`config.mk`:
```
export PLATFORM = sky130hd
export DESIGN_NAME = radix_counter
export DESIGN_NICKNAME = d
export VERILOG_FILES = /design/src/rtl/radix_counter_pkg.sv /design/src/rtl/radix_counter_tick_gen.sv /design/src/rtl/radix_counter.sv
export SDC_FILE = /design/constraint.sdc
export NUM_CORES = 1
export LEC_CHECK = 0
export ABC_AREA = 1
export CAP_MARGIN = 20
export CORE_MARGIN = 3
export CORE_UTILIZATION = 40
export DETAILED_ROUTE_END_ITERATION = 8
export GPL_ROUTABILITY_DRIVEN = 0
export HOLD_SLACK_MARGIN = 0.05
export PLACE_DENSITY = 0.57
export SYNTH_ARGS = -nofsm -noshare
export SYNTH_HDL_FRONTEND = slang
export SYNTH_SLANG_ARGS = --single-unit
export TNS_END_PERCENT = 30
```
`constraint.sdc`:
```
create_clock -name clk -period 2.2 [get_ports clk]
set_clock_uncertainty 0.05 [all_clocks]
set_input_delay 0.44 -clock clk [delete_from_list [all_inputs] [get_ports clk]]
set_output_delay 0.44 -clock clk [all_outputs]
set_load 0.01 [all_outputs]
```
`src/rtl/radix_counter_pkg.sv`:
```
// Shared radix limits, digit width and the single step rule used by every digit counter.
package radix_counter_pkg;

   localparam int unsigned DIGIT_W = 4;

   localparam logic [DIGIT_W-1:0] HEX_MAX = 4'd15;
   localparam logic [DIGIT_W-1:0] BIN_MAX = 4'd1;
   localparam logic [DIGIT_W-1:0] DEC_MAX = 4'd9;

   // Wrap flag bit positions within the wrap output.
   localparam int unsigned WRAP_HEX = 0;
   localparam int unsigned WRAP_BIN = 1;
   localparam int unsigned WRAP_DEC = 2;

   typedef struct packed {
      logic               wrap;
      logic [DIGIT_W-1:0] digit;
   } step_t;

   // One step of a digit with range 0..max; ">=" keeps an out-of-range digit recoverable.
   function automatic step_t radix_step(input logic [DIGIT_W-1:0] cur,
                                        input logic [DIGIT_W-1:0] max,
                                        input logic               up);
      step_t r;
      r.wrap  = 1'b0;
      r.digit = cur;
      if (up) begin
         if (cur >= max) begin
            r.wrap  = 1'b1;
            r.digit = '0;
         end else begin
            r.digit = cur + 4'd1;
         end
      end else begin
         if (cur == '0) begin
            r.wrap  = 1'b1;
            r.digit = max;
         end else begin
            r.digit = cur - 4'd1;
         end
      end
      return r;
   endfunction

   function automatic logic [DIGIT_W-1:0] clamp_dec(input logic [DIGIT_W-1:0] v);
      return (v > DEC_MAX) ? DEC_MAX : v;
   endfunction

endpackage

```
`src/rtl/radix_counter_tick_gen.sv`:
```
// Free-running prescaler: counts 0..PRESCALE-1 and pulses tick while at PRESCALE-1.
module tick_gen #(
   parameter int unsigned PRESCALE = 50000000
) (
   input  logic clk,
   input  logic rst,
   output logic tick
);

   localparam int unsigned CW = (PRESCALE > 2) ? $clog2(PRESCALE) : 1;

   logic [CW-1:0] cnt;

   // tick is registered one count early so it is high exactly while cnt == PRESCALE-1.
   always_ff @(posedge clk) begin
      if (rst) begin
         cnt  <= '0;
         tick <= 1'b0;
      end else if (cnt == CW'(PRESCALE - 1)) begin
         cnt  <= '0;
         tick <= 1'b0;
      end else begin
         cnt  <= cnt + 1'b1;
         tick <= (cnt == CW'(PRESCALE - 2));
      end
   end

endmodule

```
`src/rtl/radix_counter.sv`:
```
// Hex, binary and decimal digit counters stepping together on prescaler ticks.
module radix_counter
   import radix_counter_pkg::*;
#(
   parameter int unsigned PRESCALE = 50000000
) (
   input  logic         clk,
   input  logic         rst,
   input  logic         en,
   input  logic         up,
   input  logic         load,
   input  logic [3:0]   load_val,
   output logic [3:0]   hex,
   output logic [3:0]   binary,
   output logic [3:0]   baseten,
   output logic         tick,
   output logic [2:0]   wrap
);

   step_t hex_s;
   step_t bin_s;
   step_t dec_s;

   tick_gen #(.PRESCALE(PRESCALE)) u_tick_gen (
      .clk  (clk),
      .rst  (rst),
      .tick (tick)
   );

   always_comb begin
      hex_s = radix_step(hex,     HEX_MAX, up);
      bin_s = radix_step(binary,  BIN_MAX, up);
      dec_s = radix_step(baseten, DEC_MAX, up);
   end

   always_ff @(posedge clk) begin
      if (rst) begin
         hex     <= '0;
         binary  <= '0;
         baseten <= '0;
         wrap    <= '0;
      end else begin
         wrap <= '0;
         if (load) begin
            hex     <= load_val;
            binary  <= {3'b000, load_val[0]};
            baseten <= clamp_dec(load_val);
         end else if (tick && en) begin
            hex            <= hex_s.digit;
            binary         <= bin_s.digit;
            baseten        <= dec_s.digit;
            wrap[WRAP_HEX] <= hex_s.wrap;
            wrap[WRAP_BIN] <= bin_s.wrap;
            wrap[WRAP_DEC] <= dec_s.wrap;
         end
      end
   end

endmodule

```
==> impl_results.md, run 1 <==
- Final WL: 6.41 mm
- Slowest stage delay, CP: ~0.6 ns
- Vert. Die Dim: about 86 um
- EDFF count, synth: 0
- First-pass GRT wire length: between 10 and 15 mm
- CTS Hold Buffers Added: 0
- CP required: about 1.7 ns
- Area growth from synthesis to layout: 16.7%
- Maximum clock rate: about 530 MHz
- Clock sink count: 42
- PwrDens: between 400 and 500 nW/um2
- Mapped Cells: about 400
- Residual DRC count: 0
- Sequential fraction of the synthesis area: 0.329
- R2R Setup Slk: 0.46 ns
- Crit path cell chain: clkdlybuf4s50_1
- Synthesized area: 2560 um2
- Vias: 2593
- Max FO, Critical Path: 8
- Die W: roughly 86 um
- TNS Setup: 0 ns
- Synth Area in Simple Gates: 0.390
- Dpl cell area: ~2900 um2
- DR WL/cell: 12.5 um
- Status: finished, final reports clean
- Async S/R FF share, synth: 0
- Top Ports: 25
- Reg-to-Reg Start: u_tick_gen.cnt[0]
- Period utilization: 0.855
- Grt ovf: 0
- Final Hold Vio Count: 0
- Initial DRC count: roughly 220
- Crit end category: output port
- Warnings, synthesis: 0
- Worst Path Arrival: around 1.4 ns
- Number of global-route vias before repair: roughly 2.3k
- Relative slew margins: 0.789
- Buffer and inverter count on the worst path: 1
- Register Area: ~840 um2
- Compound-Gate Fraction of Synth Area: 0.101
- Ant diodes: 0
- Worst hold slack: 0.437 ns
- CTS max path bufs: 2
- Max Cap Viol: 0
- Worst r2r dst: u_tick_gen.cnt[16]
- Cell Rows: 28
- Worst vdd ir: between 0.2 and 0.3 mV
- Die area: between 7000 and 8000 um2
- Synthesized area per cell: 6.33 um2
- Unique cell type count in the Yosys netlist: 27
- Critical path's slowest cell: clkdlybuf4s50_1
- Setup violations, final: 0
- Share of cells above drive strength 1: 0.0413
- Syn nets: 424
- CTS HTree Levels: 2
- Yosys reg bits: 42
- First-pass DRT Iterations: 4
- Core footprint: 6060 um2
- Mux contribution to synthesized area: 0
- Hold_sp: u_tick_gen.cnt[22]
- Clk slew on worst S/H paths: 0.08 ns
- Design Area, Final: 2990 um2
- Ys flop type: dfxtp_1
- Num CTS Buffers: 5
- Setup crit start kind: flop
- Hold Path Depth: 2
- Hold Crit Class: reg -> reg
- Port Buffers: 24
- GRT Resource Usage Total: 0.184
- PostCTS Resize Cnt: 0
- Initial Util: 0.422
- Setup bufs post-CTS: 0
- Cell family with most CP delay: buffers and inverters
- Via/cell ratio: between 5 and 6
- Worst-Skew Late Latency: approximately 0.29 ns
- Slew Viols, Final: 0
- Multi-input logic area: 1500 um2
- Post-Synth XOR/XNOR Area: 0.0411
- Reg2reg path depth: 8
- WHS Endpoint: u_tick_gen.cnt[22]
- Post-DP HPWL: between 5 and 6 mm
- Largest family of logic cells by synthesized area: simple AND/OR/NAND/NOR gates
- Worst Max-Slew Pin Slew: between 0.3 and 0.4 ns
- Synth Area in Adders: 0.0538
- Initial antenna violation count: 0
- Largest net degree at the start of global routing: 27
- Leakage: roughly 1.1 nW
- Setup CP Type: reg -> out
- ANT nets after route: 0
- Layout filler cell count: around 640
- TritonCTS clock tree: done
- Root Buffer: clkbuf_8
- Final net count: about 460
- RSZ-0062 raised after global routing: no
- Crit path time final: about 1.9 ns
[metal layers]
layer,track usage,share of wire,vias to the layer above,wire length (um)
met4,0.0460,0.0075,0,48
met2,0.250,0.41,70,2600
met5,0,0,-,0
li1,-,-,1361,-
met3,0.0298,0.064,11,413
met1,0.293,0.52,1151,3350
[stage by stage]
stage | utilization | power, mW | instances | setup slack [ns]
floorplan | - | 0.938 | 404 | 0.672
global placement | 0.479 | 1.01 | 505 | 0.351
detailed placement | 0.479 | 1.01 | 505 | 0.332
CTS | 0.493 | 1.51 | 511 | 0.320
global route | 0.493 | 1.57 | 511 | 0.259
finish | 0.493 | 1.49 | 511 | 0.319
[cell usage after synthesis (6+ instances only)]
library cell | number | area (um2)
ha_1 | 11 | 138
nor2_1 | 62 | 233
a21oi_1 | 28 | 140
nand2_1 | 116 | 435
dfxtp_1 | 42 | 841
inv_1 | 50 | 188
nand3_1 | 35 | 175
xnor2_1 | 6 | 52.6
o21ai_0 | 16 | 80.1
nand4_1 | 12 | 75.1
xor2_1 | 6 | 52.6
[registers in the layout, summed over array words and instances, names as in the netlist]
| name | count |
|---|---|
| u_tick_gen.cnt | 26 |
| baseten | 4 |
| wrap | 3 |
| u_tick_gen.tick | 1 |
| hex | 4 |
| binary | 4 |
[cells by family after synthesis]
logic type	count (synthesis)
simple gates	236
buf+inv	54
xor+xnor	12
flops	42
fa+ha+maj	11
compound gates	49
[layout by cell type (no fill, tap or decap)]
| master | n |
|---|---|
| a21oi_1 | 28 |
| a21oi_2 | 1 |
| a31oi_1 | 1 |
| buf_4 | 5 |
| clkbuf_8 | 6 |
| clkdlybuf4s50_1 | 24 |
| clkinv_1 | 1 |
| dfxtp_1 | 42 |
| ha_1 | 11 |
| inv_1 | 50 |
| nand2_1 | 116 |
| nand2_2 | 1 |
| nand2_4 | 1 |
| nand3_1 | 35 |
| nand3b_1 | 1 |
| nand4_1 | 12 |
| nor2_1 | 62 |
| nor2_2 | 1 |
| nor2_4 | 1 |
| nor3_1 | 2 |
| nor3b_1 | 1 |
| o211ai_1 | 2 |
| o21ai_0 | 16 |
| o221ai_1 | 1 |
| or2_0 | 1 |
| or2_2 | 2 |
| xnor2_1 | 6 |
| xor2_1 | 6 |
[worst max-delay path by stage]
stage                                 start                  to  slack [ns]  cells past startpoint
after CTS                        baseten[2]          baseten[2]        0.32                      1
after global routing             baseten[0]          baseten[0]        0.26                      1
after detailed placement               load          baseten[3]        0.33                      7
after global placement                 load          baseten[3]        0.35                      7
final                            baseten[0]          baseten[0]        0.32                      1
after floorplan           u_tick_gen.cnt[0]  u_tick_gen.cnt[11]        0.67                      9
[where the power goes]
part | switching, mW | total, mW | leakage [nW] | internal (mW)
logic | 0.107 | 0.191 | 0.693 | 0.0845
registers | 0.0269 | 0.803 | 0.341 | 0.776
clock network | 0.251 | 0.493 | 0.0431 | 0.242
[area by class of cell]
class,count,area share
tap,75,0.0314
clock buffer,6,0.0277
multi-input combinational,308,0.502
inverter,51,0.0641
sequential,42,0.282
timing repair buffer,29,0.0930
Note: power is estimated with default switching activity, not from simulation.
==> run 2: changes to the inputs <==
--- a/config.mk
+++ b/config.mk
@@ -11,6 +11,7 @@
 export CORE_UTILIZATION = 40
 export DETAILED_ROUTE_END_ITERATION = 8
 export GPL_ROUTABILITY_DRIVEN = 0
+export GPL_TIMING_DRIVEN = 0
 export HOLD_SLACK_MARGIN = 0.05
 export PLACE_DENSITY = 0.57
 export SYNTH_ARGS = -nofsm -noshare
==> impl_results.md, run 2 (synthesized netlist as in run 1, its figures left out) <==
- Root Buffer: clkbuf_8
- Clk slew on worst S/H paths: 0.08 ns (about the same)
- Clock Power Share: 0.383 (+0.051)
- Initial Util: 0.422 (unchanged)
- Maximum clock rate: 536 MHz (+0.77%)
- Final WL: 6.46 mm (+0.80%)
- Commonest non-fill, non-tap cells in the layout: nand2_1 (116), nor2_1 (62), inv_1 (50)
- Setup crit start kind: flop
- Die W: 86.0 um (unchanged)
- Max Cap Viol: 0 (unchanged)
- Worst Path Arrival: 1.38 ns (about the same)
- Ant diodes: 0 (unchanged)
- Period utilization: 0.848 (-0.00652)
- TNS Setup: 0 ns (unchanged)
- Grt ovf: 0 (unchanged)
- Final net count: 455 (-0.44%)
- WHS Endpoint: u_tick_gen.cnt[24]
- Relative slew margins: 0.775 (-0.0135)
- First-pass GRT wire length: 11.1 mm (+0.93%)
- Share of cells above drive strength 1: 0.0390 (-0.00229)
- Residual DRC count: 0 (unchanged)
- Design Area, Final: 3000 um2 (+0.59%)
- Dpl cell area: 2890 um2 (-0.34%)
- Setup bufs post-CTS: 0 (unchanged)
- Port Buffers: 24 (unchanged)
- CP required: 1.71 ns (about the same)
- Switching power: 0.414 mW (+7.6%)
- Status: finished, final reports clean
- Hold_sp: u_tick_gen.cnt[24]
- DR WL/cell: 12.6 um (+0.80%)
- Top Ports: 25 (unchanged)
- Worst Max-Slew Pin Slew: 0.336 ns (+0.0201 ns)
- Slowest stage delay, CP: 0.60 ns (about the same)
- Crit path cell chain: clkdlybuf4s50_1
- Register share of total power: 0.497 (-0.043)
- CTS max path bufs: 2 (unchanged)
- CTS HTree Levels: 2 (unchanged)
- Clock sink count: 42 (unchanged)
- Pwr Total: 1.61 mW (+8.5%)
- Reg2reg path depth: 9 (+1)
- Worst hold slack: 0.440 ns (+0.00366 ns)
- Area growth from synthesis to layout: 17.4%
- Die area: 7390 um2 (unchanged)
- Reg-to-Reg Start: u_tick_gen.cnt[0]
- Critical path's slowest cell: clkdlybuf4s50_1
- Initial DRC count: 169 (-22%)
- R2R Setup Slk: 0.36 ns (-0.10 ns)
- Setup CP Type: reg -> out
- ANT nets after route: 0 (unchanged)
- Setup violations, final: 0 (unchanged)
- Crit end category: output port
- Hold Path Depth: 2 (unchanged)
- Sw Ratio: 0.256 (-0.00228)
- Top reg by flops: u_tick_gen.cnt
- Crit path time final: 1.87 ns (-0.0144 ns)
- Num CTS Buffers: 5 (unchanged)
- Leakage: 1.08 nW (about the same)
- Core footprint: 6060 um2 (unchanged)
- RSZ-0062 raised after global routing: no
- Hold Crit Class: reg -> reg
- Max FO, Critical Path: 8 (unchanged)
- PostCTS Resize Cnt: 0 (unchanged)
- Buffer and inverter count on the worst path: 1 (unchanged)
- PwrDens: 537 nW/um2 (+7.9%)
- GRT Resource Usage Total: 0.189 (+0.00509)
- Cell family with most CP delay: buffers and inverters
- Worst-Skew Late Latency: 0.30 ns (about the same)
- Pint: 1.20 mW (+8.9%)
- Max FFs per register: 26 (unchanged)
- CTS Hold Buffers Added: 0 (unchanged)
- Vert. Die Dim: 86.0 um (unchanged)
- Number of global-route vias before repair: 2365 (+2.9%)
- Dpl cells: 503 (-0.40%)
- Comb power frac: 0.120 (-0.009)
- Post-DP HPWL: 5.07 mm (+0.29%)
- Most common cell after layout, fill and taps aside: nand2_1
- Initial antenna violation count: 0 (unchanged)
- Largest net degree at the start of global routing: 14 (-48%)
- Slew Viols, Final: 0 (unchanged)
- Via/cell ratio: 4.99 (-1.7%)
- Cell Rows: 28 (unchanged)
- Worst r2r dst: u_tick_gen.cnt[13]
- First-pass DRT Iterations: 4 (unchanged)
- Vias: 2548 (-1.7%)
- Worst vdd ir: 0.358 mV (+22%)
- Non-filler cells, final: 511 (unchanged)
- Final Hold Vio Count: 0 (unchanged)
- TritonCTS clock tree: done
==> run 2: changes by cell type in the layout (fill, tap and decap cells not counted) <==
cell        previous run  this run
buf_4                  5         0
clkinvlp_4             0         1
bufinv_16              0         1
clkbuf_8               6         5
buf_2                  0         1
buf_6                  0         2
clkbuf_1               0         1
==> run 2: stage by stage <==
stage	utilization	worst slack [ns]
final	0.495	0.334
after global routing	0.495	0.203
after CTS	0.495	0.323
after detailed placement	0.477	0.248
after global placement	0.477	0.256
after floorplan	-	0.672
==> run 2: how the worst max path moves through the flow <==
stage / to / startpoint / cells after the start
5_1_grt: u_tick_gen.cnt[11] / u_tick_gen.cnt[0] / 9
2_1_floorplan: u_tick_gen.cnt[11] / u_tick_gen.cnt[0] / 9
6_report: baseten[0] / baseten[0] / 1
4_1_cts: baseten[0] / baseten[0] / 1
3_3_place_gp: u_tick_gen.cnt[25] / rst / 5
3_5_place_dp: u_tick_gen.cnt[14] / rst / 5
==> run 2: per-layer routing <==
metal / GRT usage / wire length (um) / share of wire / vias to the layer above
met4: 0.0417 / 29 / 0.0045 / 0
li1: - / - / - / 1356
met3: 0.0432 / 271 / 0.042 / 2
met1: 0.277 / 3470 / 0.54 / 1151
met2: 0.280 / 2690 / 0.42 / 39
met5: 0 / 0 / 0 / -
==> run 2: area by class of cell <==
class	count	area, um2
Fill cell	637	3060
Tap cell	75	93.8
Buffer	3	27.5
Timing Repair Buffer	24	240
Clock inverter	2	37.5
Inverter	51	191
Sequential cell	42	841
Multi-Input combinational cell	308	1500
Clock buffer	6	72.6
==> run 2: power by group through the flow <==
stage	combinational (mW)	sequential, mW	clock [mW]
6_report	0.194	0.802	0.618
5_1_grt	0.224	0.806	0.677
4_1_cts	0.195	0.801	0.637
3_5_place_dp	0.193	0.819	0
3_3_place_gp	0.195	0.819	0
2_1_floorplan	0.119	0.819	0
